$ cat config.mk
export PLATFORM = sky130hd
export DESIGN_NAME = stim_seq
export DESIGN_NICKNAME = d
export VERILOG_FILES = /design/src/rtl/stim_seq_pkg.sv /design/src/rtl/stim_seq_src.sv /design/src/rtl/stim_seq.sv
export SDC_FILE = /design/constraint.sdc
export NUM_CORES = 1
export LEC_CHECK = 0
export BUFFER_PORTS_ARGS = -buffer_cell sky130_fd_sc_hd__buf_2
export CELL_PAD_IN_SITES_DETAIL_PLACEMENT = 1
export CELL_PAD_IN_SITES_GLOBAL_PLACEMENT = 2
export CORE_MARGIN = 3
export CORE_UTILIZATION = 39
export DETAILED_ROUTE_END_ITERATION = 10
export GPL_TIMING_DRIVEN = 0
export PLACE_DENSITY = 0.82
export RECOVER_POWER = 25
export SYNTH_ARGS = -nofsm -noshare
export SYNTH_HDL_FRONTEND = slang
export SYNTH_SLANG_ARGS = --single-unit
export TNS_END_PERCENT = 100
$ cat constraint.sdc
create_clock -name clock -period 2.8 [get_ports clock]
set_clock_uncertainty 0.2 [all_clocks]
set_input_delay 0.56 -clock clock [delete_from_list [all_inputs] [get_ports clock]]
set_output_delay 0.56 -clock clock [all_outputs]
set_load 0.05 [all_outputs]
$ cat src/rtl/stim_seq_pkg.sv
// stim_seq_pkg: shared definitions for the serial stimulus sequencer.
//   state_t      - FSM state encoding (IDLE=0, LOAD=1, SHIFT=2, DONE=3)
//   MODE_*       - word source selection values
//   DEFAULT_*    - default seed and right-shift Galois feedback mask
package stim_seq_pkg;

    typedef enum logic [1:0] {
        ST_IDLE  = 2'd0,
        ST_LOAD  = 2'd1,
        ST_SHIFT = 2'd2,
        ST_DONE  = 2'd3
    } state_t;

    localparam int MODE_COUNTER = 0;
    localparam int MODE_LFSR    = 1;

    localparam logic [31:0] DEFAULT_SEED = 32'h0000_0001;
    localparam logic [31:0] DEFAULT_TAPS = 32'h0000_00B8;

endpackage

$ cat src/rtl/stim_seq_src.sv
// stim_seq_src: word source for stim_seq.
//   clock   in   sole clock
//   reset   in   synchronous active-high reset, loads SEED
//   reload  in   load SEED (held while the sequencer is idle)
//   advance in   step to the next word
//   word    out  current source word
// MODE selects an incrementing counter or a right-shift Galois LFSR.
module stim_seq_src
    import stim_seq_pkg::*;
#(
    parameter int          MODE  = MODE_COUNTER,
    parameter int          WIDTH = 8,
    parameter logic [31:0] SEED  = DEFAULT_SEED,
    parameter logic [31:0] TAPS  = DEFAULT_TAPS
) (
    input  logic             clock,
    input  logic             reset,
    input  logic             reload,
    input  logic             advance,
    output logic [WIDTH-1:0] word
);

    localparam logic [WIDTH-1:0] SEED_W = SEED[WIDTH-1:0];
    localparam logic [WIDTH-1:0] TAPS_W = TAPS[WIDTH-1:0];

    logic [WIDTH-1:0] word_q;
    logic [WIDTH-1:0] word_d;

    generate
        if (MODE == MODE_COUNTER) begin : g_counter
            // Wraps modulo 2^WIDTH without any special handling.
            always_comb word_d = word_q + 1'b1;
        end else begin : g_lfsr
            always_comb word_d = (word_q >> 1) ^ (word_q[0] ? TAPS_W : '0);
        end
    endgenerate

    always_ff @(posedge clock) begin
        if (reset || reload) begin
            word_q <= SEED_W;
        end else if (advance) begin
            word_q <= word_d;
        end
    end

    assign word = word_q;

endmodule

$ cat src/rtl/stim_seq.sv
// stim_seq: serial stimulus sequencer. On start, emits NWORDS words of
// WIDTH bits, MSB first, over a valid/ready handshake, then pulses done.
//   clock    in   sole clock
//   reset    in   synchronous active-high reset
//   start    in   run request, honoured only in IDLE
//   a        out  serial data bit
//   a_valid  out  a holds a valid bit
//   a_ready  in   consumer accepts a on this edge
//   busy     out  high whenever not idle
//   done     out  one-cycle pulse after the last bit is accepted
//
// state | meaning
// IDLE  | waiting for start, source held at SEED
// LOAD  | copy source word into shift register, advance source
// SHIFT | present MSB, shift on each accepted beat
// DONE  | one-cycle completion pulse
module stim_seq
    import stim_seq_pkg::*;
#(
    parameter int          MODE   = MODE_COUNTER,
    parameter int          WIDTH  = 8,
    parameter int          NWORDS = 2,
    parameter logic [31:0] SEED   = DEFAULT_SEED,
    parameter logic [31:0] TAPS   = DEFAULT_TAPS
) (
    input  logic clock,
    input  logic reset,
    input  logic start,
    output logic a,
    output logic a_valid,
    input  logic a_ready,
    output logic busy,
    output logic done
);

    localparam int              BW        = (WIDTH > 1) ? $clog2(WIDTH) : 1;
    localparam logic [BW-1:0]   LAST_BIT  = BW'(WIDTH - 1);
    localparam logic [7:0]      LAST_WORD = 8'(NWORDS - 1);

    state_t           state_q;
    logic [WIDTH-1:0] shift_q;
    logic [BW-1:0]    bit_cnt_q;
    logic [7:0]       word_cnt_q;
    logic             a_q;
    logic             a_valid_q;
    logic             busy_q;
    logic             done_q;

    logic [WIDTH-1:0] src_word;
    logic             src_reload;
    logic             src_advance;

    assign src_reload  = (state_q == ST_IDLE);
    assign src_advance = (state_q == ST_LOAD);

    stim_seq_src #(
        .MODE  (MODE),
        .WIDTH (WIDTH),
        .SEED  (SEED),
        .TAPS  (TAPS)
    ) u_src (
        .clock   (clock),
        .reset   (reset),
        .reload  (src_reload),
        .advance (src_advance),
        .word    (src_word)
    );

    // Outputs are registered alongside the state transition so that each
    // output already reflects the state being entered.
    always_ff @(posedge clock) begin
        if (reset) begin
            state_q    <= ST_IDLE;
            shift_q    <= '0;
            bit_cnt_q  <= '0;
            word_cnt_q <= '0;
            a_q        <= 1'b0;
            a_valid_q  <= 1'b0;
            busy_q     <= 1'b0;
            done_q     <= 1'b0;
        end else begin
            case (state_q)
                ST_IDLE: begin
                    word_cnt_q <= '0;
                    if (start) begin
                        busy_q  <= 1'b1;
                        state_q <= ST_LOAD;
                    end
                end
                ST_LOAD: begin
                    shift_q   <= src_word;
                    bit_cnt_q <= '0;
                    a_q       <= src_word[WIDTH-1];
                    a_valid_q <= 1'b1;
                    state_q   <= ST_SHIFT;
                end
                ST_SHIFT: begin
                    if (a_ready) begin
                        shift_q   <= shift_q << 1;
                        bit_cnt_q <= bit_cnt_q + 1'b1;
                        if (bit_cnt_q == LAST_BIT) begin
                            a_q       <= 1'b0;
                            a_valid_q <= 1'b0;
                            if (word_cnt_q == LAST_WORD) begin
                                done_q  <= 1'b1;
                                state_q <= ST_DONE;
                            end else begin
                                word_cnt_q <= word_cnt_q + 1'b1;
                                state_q    <= ST_LOAD;
                            end
                        end else begin
                            a_q <= shift_q[WIDTH-2];
                        end
                    end
                end
                ST_DONE: begin
                    done_q  <= 1'b0;
                    busy_q  <= 1'b0;
                    state_q <= ST_IDLE;
                end
                default: state_q <= ST_IDLE;
            endcase
        end
    end

    assign a       = a_q;
    assign a_valid = a_valid_q;
    assign busy    = busy_q;
    assign done    = done_q;

endmodule

==> results summary, run 1 <==
The run finished with clean final reports. The clock root buffer master is clkbuf_8. The top-level port count is 8. The initial detailed-routing violation count is 44. The max-cap check violation count is 0. The congestion estimate from routability-driven global placement came to ~0.76. The initial core utilization is a little over two fifths. The most frequent cell after synthesis is dfxtp_1. The total length of routed wires is 4.013 mm. The cell accounting for the most synthesized area is dfxtp_1. The vias after detailed routing is around 1,400. Summed over all nets, wire length on met3 after detailed routing comes to 104 um. The minimum setup slack after placement came out at 0.6771 ns. The post-CTS clock slew at the launch and capture registers of the worst setup and hold paths is ~0.060 ns.

During synthesis, Yosys emitted a total of 0 warnings. The maximum vdd drop is between 0.2 and 0.3 mV. The average cell area after synthesis is roughly 8.3 um2. The total DRC errors in the routed layout came out at 0. TritonCTS built the clock tree. The later-pin clock latency in the skew report is 0.28 ns.

The top-area cell type share of the netlist area is 39.91%. The share of synthesized registers carrying an async set or reset came out at 0%. The power density of the placed cells is ~560 mW/mm2.

By area the synthesized netlist is led by dfxtp_1, nand2_1, nor2_1. The die width is 70.16 um. The number of antenna violations at the first check in global routing was 0. The area share of xor/xnor cells in the synthesized design is about 3.3%. The fraction of final layout cells with drive strength greater than 1 is a little under a tenth. STA classifies the critical path startpoint as a flip-flop. The post-synthesis share of cell area spent on and, or, nand and nor gates came out at roughly 28%.

The finished layout holds about 250 standard cells, fillers aside. The commonest cells after synthesis are dfxtp_1, nand2_1, nor2_1. Entering global routing, the biggest net connects 11 pins. The overall global routing resource usage came out at a little under a fifth. The setup slack after layout came out at a little under 0.7 ns.

The number of nets produced by synthesis is about 200. The antenna diode instance count came out at 0. The H-tree depth is 2. The HPWL reported at the end of detailed placement is between 2 and 3 mm. The growth of design area from synthesis to finish came out at 10.83%. The post-layout total power is 994.0 uW.

The number of buffers created by CTS came out at 5. The final count of hold timing violations came out at 0. STA puts the critical path data required time at about 2.8 ns.

The most used flip-flop cell after synthesis is dfxtp_1. In the final layout, flip-flops and latches occupy 640.6 um2. The met2 wire length came out at between 1.5 and 2 mm. The number of fill cells in the layout is roughly 460.

The height of the die came out at between 70 and 80 um. The quantity of hold-fixing buffers added after cts is 0. The number of gates resized after CTS was 0.

Routed signal wires occupy layers up through met4. The top fanout value on the critical path is 5. Based on the critical path, the design can be clocked at up to ~470 MHz.

The via count of the first global-routing pass is roughly 1,500. The complex-gate fraction of the synthesized area is between 10% and 20%. Cells fill a little under half of the core in the end. Setup repair after global routing left no endpoint under its margin. The number of register bits inferred by synthesis came out at 32. The area of the multi-input gates came out at roughly 890 um2. The number of cells on the worst reg-to-reg path came out at 6.

The number of flops mapped to enable cells by yosys is 0. The number of routed nets with antenna violations came out at 0. The mapped cell area came out at around 0.0016 mm2. The final count of negative-setup-slack endpoints is 0. The average wire per cell in the routed design came out at about 16 um. The worst hold path belongs to the class reg -> reg.

The maximum count of clock buffers along a single path came out at 2. The number of max-slew violations in the final report is 0. The die covers roughly 0.005 mm2. The pre-antenna-repair detailed-routing pass consisted of 5 iterations.

The transition time of the tightest slew-check pin is approximately 0.62 ns. In the finished design, the share of the clock period the worst path needs comes to 75.58%. The routed length on met1 is just under 2 mm. The sequential cell area fraction in the yosys report came out at around 40%. Counting every sink on the clock net gives 32. Buffers placed on the I/O ports in this run total 5. The total core area is about 0.0038 mm2. The post-synthesis share of cell area spent on full adders, half adders and majority gates came out at between 3 and 4%. The multiplexer area fraction after synthesis came out at less than 1%.

The sum of negative setup slack came out at 0 ns. The number of instances on the worst hold path is 2. The number of cells in the design after placement came out at roughly 250. The routed via count divided by cell count came out at between 5 and 6.

The kind of critical path is reg -> reg. The net count of the finished layout is between 200 and 250. The sort of element at the end of the critical path is a flip-flop. The synthesized netlist contains slightly above 40 unique library cells. The total overflow reported by the global router came out at 0. The count of mapped cells out of synthesis is 194. The worst path arrival time is 2.09 ns. The post-route minimum period is ~2.1 ns. After synthesis, the largest family of logic cells by area is simple AND/OR/NAND/NOR gates.

The leakage power summed over all cells is 0.6270 nW. The wire length of the first global-routing pass came out at between 7 and 8 mm. The total setup buffers inserted after CTS came out at 0.

The initialized floorplan defines 22 standard-cell rows. The tightest slew margin relative to the limit is 59.14%.
==> final cells by class <==
| cell class | count | share of cell area, % |
|---|---|---|
| multi-input cells | 144 | 49.79 |
| flip-flops and latches | 32 | 36.01 |
| clock buffers | 7 | 5.415 |
| well taps | 48 | 3.376 |
| plain buffers | 12 | 3.024 |
| inverters | 6 | 1.266 |
| repair buffers | 5 | 1.125 |
==> metrics by stage <==
stage | hold WS [ns] | cell area (um2)
after floorplan | 0.2358 | 1605
after global placement | 0.2620 | 1690
after detailed placement | 0.2741 | 1690
after CTS | 0.2815 | 1787
after global routing | 0.3019 | 1779
final | 0.2779 | 1779
==> metal layers <==
layer  global-route usage, %  vias to the layer above
met5                       0                        -
met4                   7.872                        0
met3                   5.324                       10
met2                   29.28                       16
met1                   23.25                      649
li1                        -                      705
==> worst paths after layout <==
kind                                     from       endpoint  slack, ns
worst max-delay path             bit_cnt_q[0]  word_cnt_q[0]       0.68
worst min-delay path            u_src.word[0]  u_src.word[0]       0.28
worst max register to register   bit_cnt_q[0]  word_cnt_q[0]       0.68
worst min register to register  u_src.word[0]  u_src.word[0]       0.28
==> critical path, cell delays in order (launching register included) <==
cell,delay [ns]
dfxtp_1,0.37
ha_1,0.17
ha_1,0.28
nand2_2,0.14
a221o_1,0.43
nor2b_4,0.15
mux2_2,0.27
==> power breakdown <==
group	switching [mW]	internal, mW	total, mW
Sequential	0.0119	0.474	0.486
Clock	0.162	0.219	0.381
Combinational	0.0875	0.0398	0.127
==> kinds of logic after synthesis <==
| kind of cell | after synthesis |
|---|---|
| AO/OA/AOI/OAI | 44 |
| XOR/XNOR | 6 |
| adder cells (fa/ha/maj) | 5 |
| buffers and inverters | 18 |
| flip-flops | 32 |
| multiplexers | 1 |
| AND/OR/NAND/NOR | 88 |
==> cells in the final DEF (no fill, tap or decap), drive strengths merged, types with 2 or more instances in the layout <==
cell type and instances:
a21oi 12, nor3 2, nand2b 8, and2 3, a22oi 3, and3 3, clkbuf 18, nor2b 3
o21a 2, inv 6, nor4b 2, dfxtp 32, o22ai 3, o21ai 7, nand3 5, nand2 28
nor2 25, nand4 6, xor2 6, ha 5, a311oi 6, buf 6, a2111oi 3
==> sequential cells by signal, summed over array words and instances, names as in the netlist <==
register,count
u_src.word,8
word_cnt_q,8
shift_q,7
bit_cnt_q,3
state_q,2
a,1
a_valid,1
busy,1
done,1
No activity file was read; power rests on OpenSTA's default activity.
==> run 2: changes to the inputs <==
CORE_UTILIZATION = 36   (was 39)
PLACE_DENSITY = 0.77   (was 0.82)
clock period = 2 ns   (was 2.8 ns; I/O delays follow)
==> run 2 against run 1 <==
Effect of this change:
- via count up 3.1%
- largest power group unchanged
- global-route usage down 1.1 points
- worst setup slack worse by 0.58 ns
- critical path type unchanged
- maximum frequency up 12%
- final cell count up 3.5%
- largest cell class unchanged
- critical path depth unchanged
- sequential share of layout area down 1.6 points
- critical endpoint unchanged
- sequential cell count unchanged
==> results summary, run 2 (synthesized netlist as in run 1, its figures left out) <==
The growth of design area from synthesis to finish came out at 16.52%. The startpoint of the most critical hold path is a_ready. The tree is rooted in a clkbuf_8.

The die outline area is 0.005296 mm2 (+7.6%). The later-pin clock latency in the skew report is 0.29 ns (about the same). The top cell types in the final layout, fill and taps aside, are dfxtp_1, nand2_1, nor2_1. The post-CTS clock slew at the launch and capture registers of the worst setup and hold paths is 0.07 ns (about the same).

The number of optimization iterations in the first detailed-route pass is 4 (-1). The cell row count is 23 (+4.5%). The height of the die is 72.78 um (+3.7%). The transition time of the tightest slew-check pin came out at 0.6190 ns (+0.003465 ns).

The signal on the critical path passes through ha_2 > ha_4 > nand2_4 > a221o_1 > nor2b_4 > mux2_2. The run finished with clean final reports. The top-level port count is 8 (unchanged).

The overall global routing resource usage came to 17.36% (-1.1 points). The path with the worst hold slack has its endpoint at a. The critical path required time was 1.98 ns (-0.79 ns). The setup slack after layout came out at 0.1063 ns (-0.5775 ns). The path class of the lowest-slack min-delay path is in -> reg. The HPWL reported at the end of detailed placement came out at 3.084 mm (+6.9%). The number of instances on the worst hold path was 2 (unchanged).

The number of antenna violations at the first check in global routing is 0 (unchanged). The wire length of the first global-routing pass is 7.148 mm (-0.76%). The total length of routed wires is 4.232 mm (+5.5%). The highest attainable clock frequency is 528.1 MHz (+12%). The final count of negative-setup-slack endpoints came to 0 (unchanged). The maximum vdd drop came to 0.4249 mV (+65%).

The destination of the worst register-to-register timing path is word_cnt_q[0]. Leaving out fill and tap cells, the most frequent cell in the layout is dfxtp_1. The maximum count of clock buffers along a single path came out at 2 (unchanged). STA classifies the critical path endpoint as a flip-flop. The largest incremental delay on the critical path came to 0.40 ns (-0.03 ns). The number of sinks driven by the clock tree was 32 (unchanged). The average wire per cell in the routed design is 16.09 um (+1.8%). The post-route minimum period is 1.894 ns (-0.2225 ns).

The quantity of hold-fixing buffers added after cts came out at 0 (unchanged). The number of routed nets with antenna violations came out at 0 (unchanged). The power density of the placed cells came out at 799.7 mW/mm2 (+43%). The initial detailed-routing violation count is 58 (+32%). The count of input and output buffers came out at 5 (unchanged).

The total overflow reported by the global router was 0 (unchanged). The total DRC errors in the routed layout came out at 0 (unchanged). The fraction of final layout cells with drive strength greater than 1 was 15.49% (+6.3 points).

The final count of hold timing violations came out at 0 (unchanged). The number of buffers created by CTS is 5 (unchanged). The CTS tree is yes. The number of cells on the worst reg-to-reg path is 6 (unchanged).

The antenna diode instance count is 0 (unchanged). The via count of the first global-routing pass came out at 1,486 (-0.067%). The routability congestion estimate came to 0.7896 (+4.2%). The initial core utilization came out at 38.74% (-3.5 points). The type of origin of the critical path is a flip-flop. The H-tree depth is 2 (unchanged).

The share of the clock period used by the worst path came to 94.69% (+19 points). The kind of critical path is reg -> reg. The routed via count divided by cell count is 5.411 (-0.41%). The tightest slew margin relative to the limit came to 58.65% (-0.49 points).

The top fanout value on the critical path is 5 (unchanged). The register-to-register path setup slack came out at 0.11 ns (-0.58 ns). The maximum number of pins on one net before global-route repair is 12 (+1). The minimum setup slack after placement came out at -0.1330 ns (-0.8100 ns). The final layout net count is 221 (+2.8%).

The die width came out at 72.78 um (+3.7%). The number of max-slew violations in the final report came out at 0 (unchanged). The total core area was 0.004144 mm2 (+9.1%). The vias after detailed routing came out at 1,423 (+3.1%). The worst path arrival time came out at 1.87 ns (-0.22 ns). The leakage power summed over all cells is 0.6744 nW (+7.6%). The max-cap check violation count is 0 (unchanged). In this run the critical register-to-register path is launched from bit_cnt_q[0]. The post-layout total power is 1.496 mW (+50%). The worst-path cell with the longest stage delay is a221o_1.
## run 2: cell types whose count changed in the layout (fill, tap and decap cells not counted), sizes merged
cell      previous run  this run
buf                  6        14
bufinv               0         1
clkbuf              18        14
clkinv               0         1
clkinvlp             0         1
## run 2: worst max path at each step
| stage | start | endpoint | slack (ns) | depth (start not counted) |
|---|---|---|---|---|
| 6_report | bit_cnt_q[0] | word_cnt_q[0] | 0.11 | 6 |
| 3_5_place_dp | bit_cnt_q[0] | word_cnt_q[0] | -0.13 | 6 |
| 5_1_grt | word_cnt_q[1] | word_cnt_q[6] | -0.06 | 7 |
| 3_3_place_gp | bit_cnt_q[0] | word_cnt_q[0] | -0.08 | 6 |
| 2_1_floorplan | bit_cnt_q[0] | word_cnt_q[0] | 0.1 | 6 |
| 4_1_cts | bit_cnt_q[0] | word_cnt_q[0] | 0.01 | 6 |
## run 2: worst max-delay path, delay by kind of cell, from the launching register on
kind | cells | cell delay, ns
AO/OA/AOI/OAI | 1 | 0.40
adder cells (fa/ha/maj) | 2 | 0.35
flip-flops | 1 | 0.35
multiplexers | 1 | 0.27
AND/OR/NAND/NOR | 2 | 0.22
## run 2: repair_timing
action / CTS / global route
resized for setup: 1 / 6
endpoints found under the hold margin: 0 / 0
endpoints found under the setup margin: 2 / 6
setup buffers: 2 / 4
pin swaps: 1 / 2
## run 2: power breakdown
part / switching [mW] / internal, mW / leakage [nW]
sequential: 0.0172 / 0.663 / 0.261
combinational: 0.124 / 0.0634 / 0.359
clock: 0.260 / 0.369 / 0.0541
total: 0.401 / 1.09 / 0.674
## run 2: per-stage QoR
step	setup TNS, ns	hold slack (ns)	util (%)	instance area, um2	std cells
4_1_cts	0	0.2065	43.96	1822	259
2_1_floorplan	0	0.2358	-	1605	194
5_1_grt	-0.1053	0.2518	45.14	1871	263
3_5_place_dp	-0.1732	0.2772	40.85	1693	249
3_3_place_gp	-0.07861	0.2608	40.85	1693	249
6_report	0	0.2224	45.14	1871	263
## run 2: area by class of cell
type	instances	area [um2]
buffer	12	56.30
clock buffer	5	68.82
clock inverter	3	42.54
fill	522	2273
inverter	6	22.52
multi-input combinational	144	909.6
sequential	32	643.1
tap	50	62.56
timing repair buffer	11	65.06
## run 2: per-layer routing
| metal | track usage, % | wire (um) | up-vias |
|---|---|---|---|
| met5 | 0 | 0 | - |
| met4 | 5.738 | 37 | 0 |
| met3 | 4.132 | 97 | 5 |
| met2 | 27.15 | 2029 | 12 |
| met1 | 23.44 | 2068 | 687 |
| li1 | - | - | 719 |
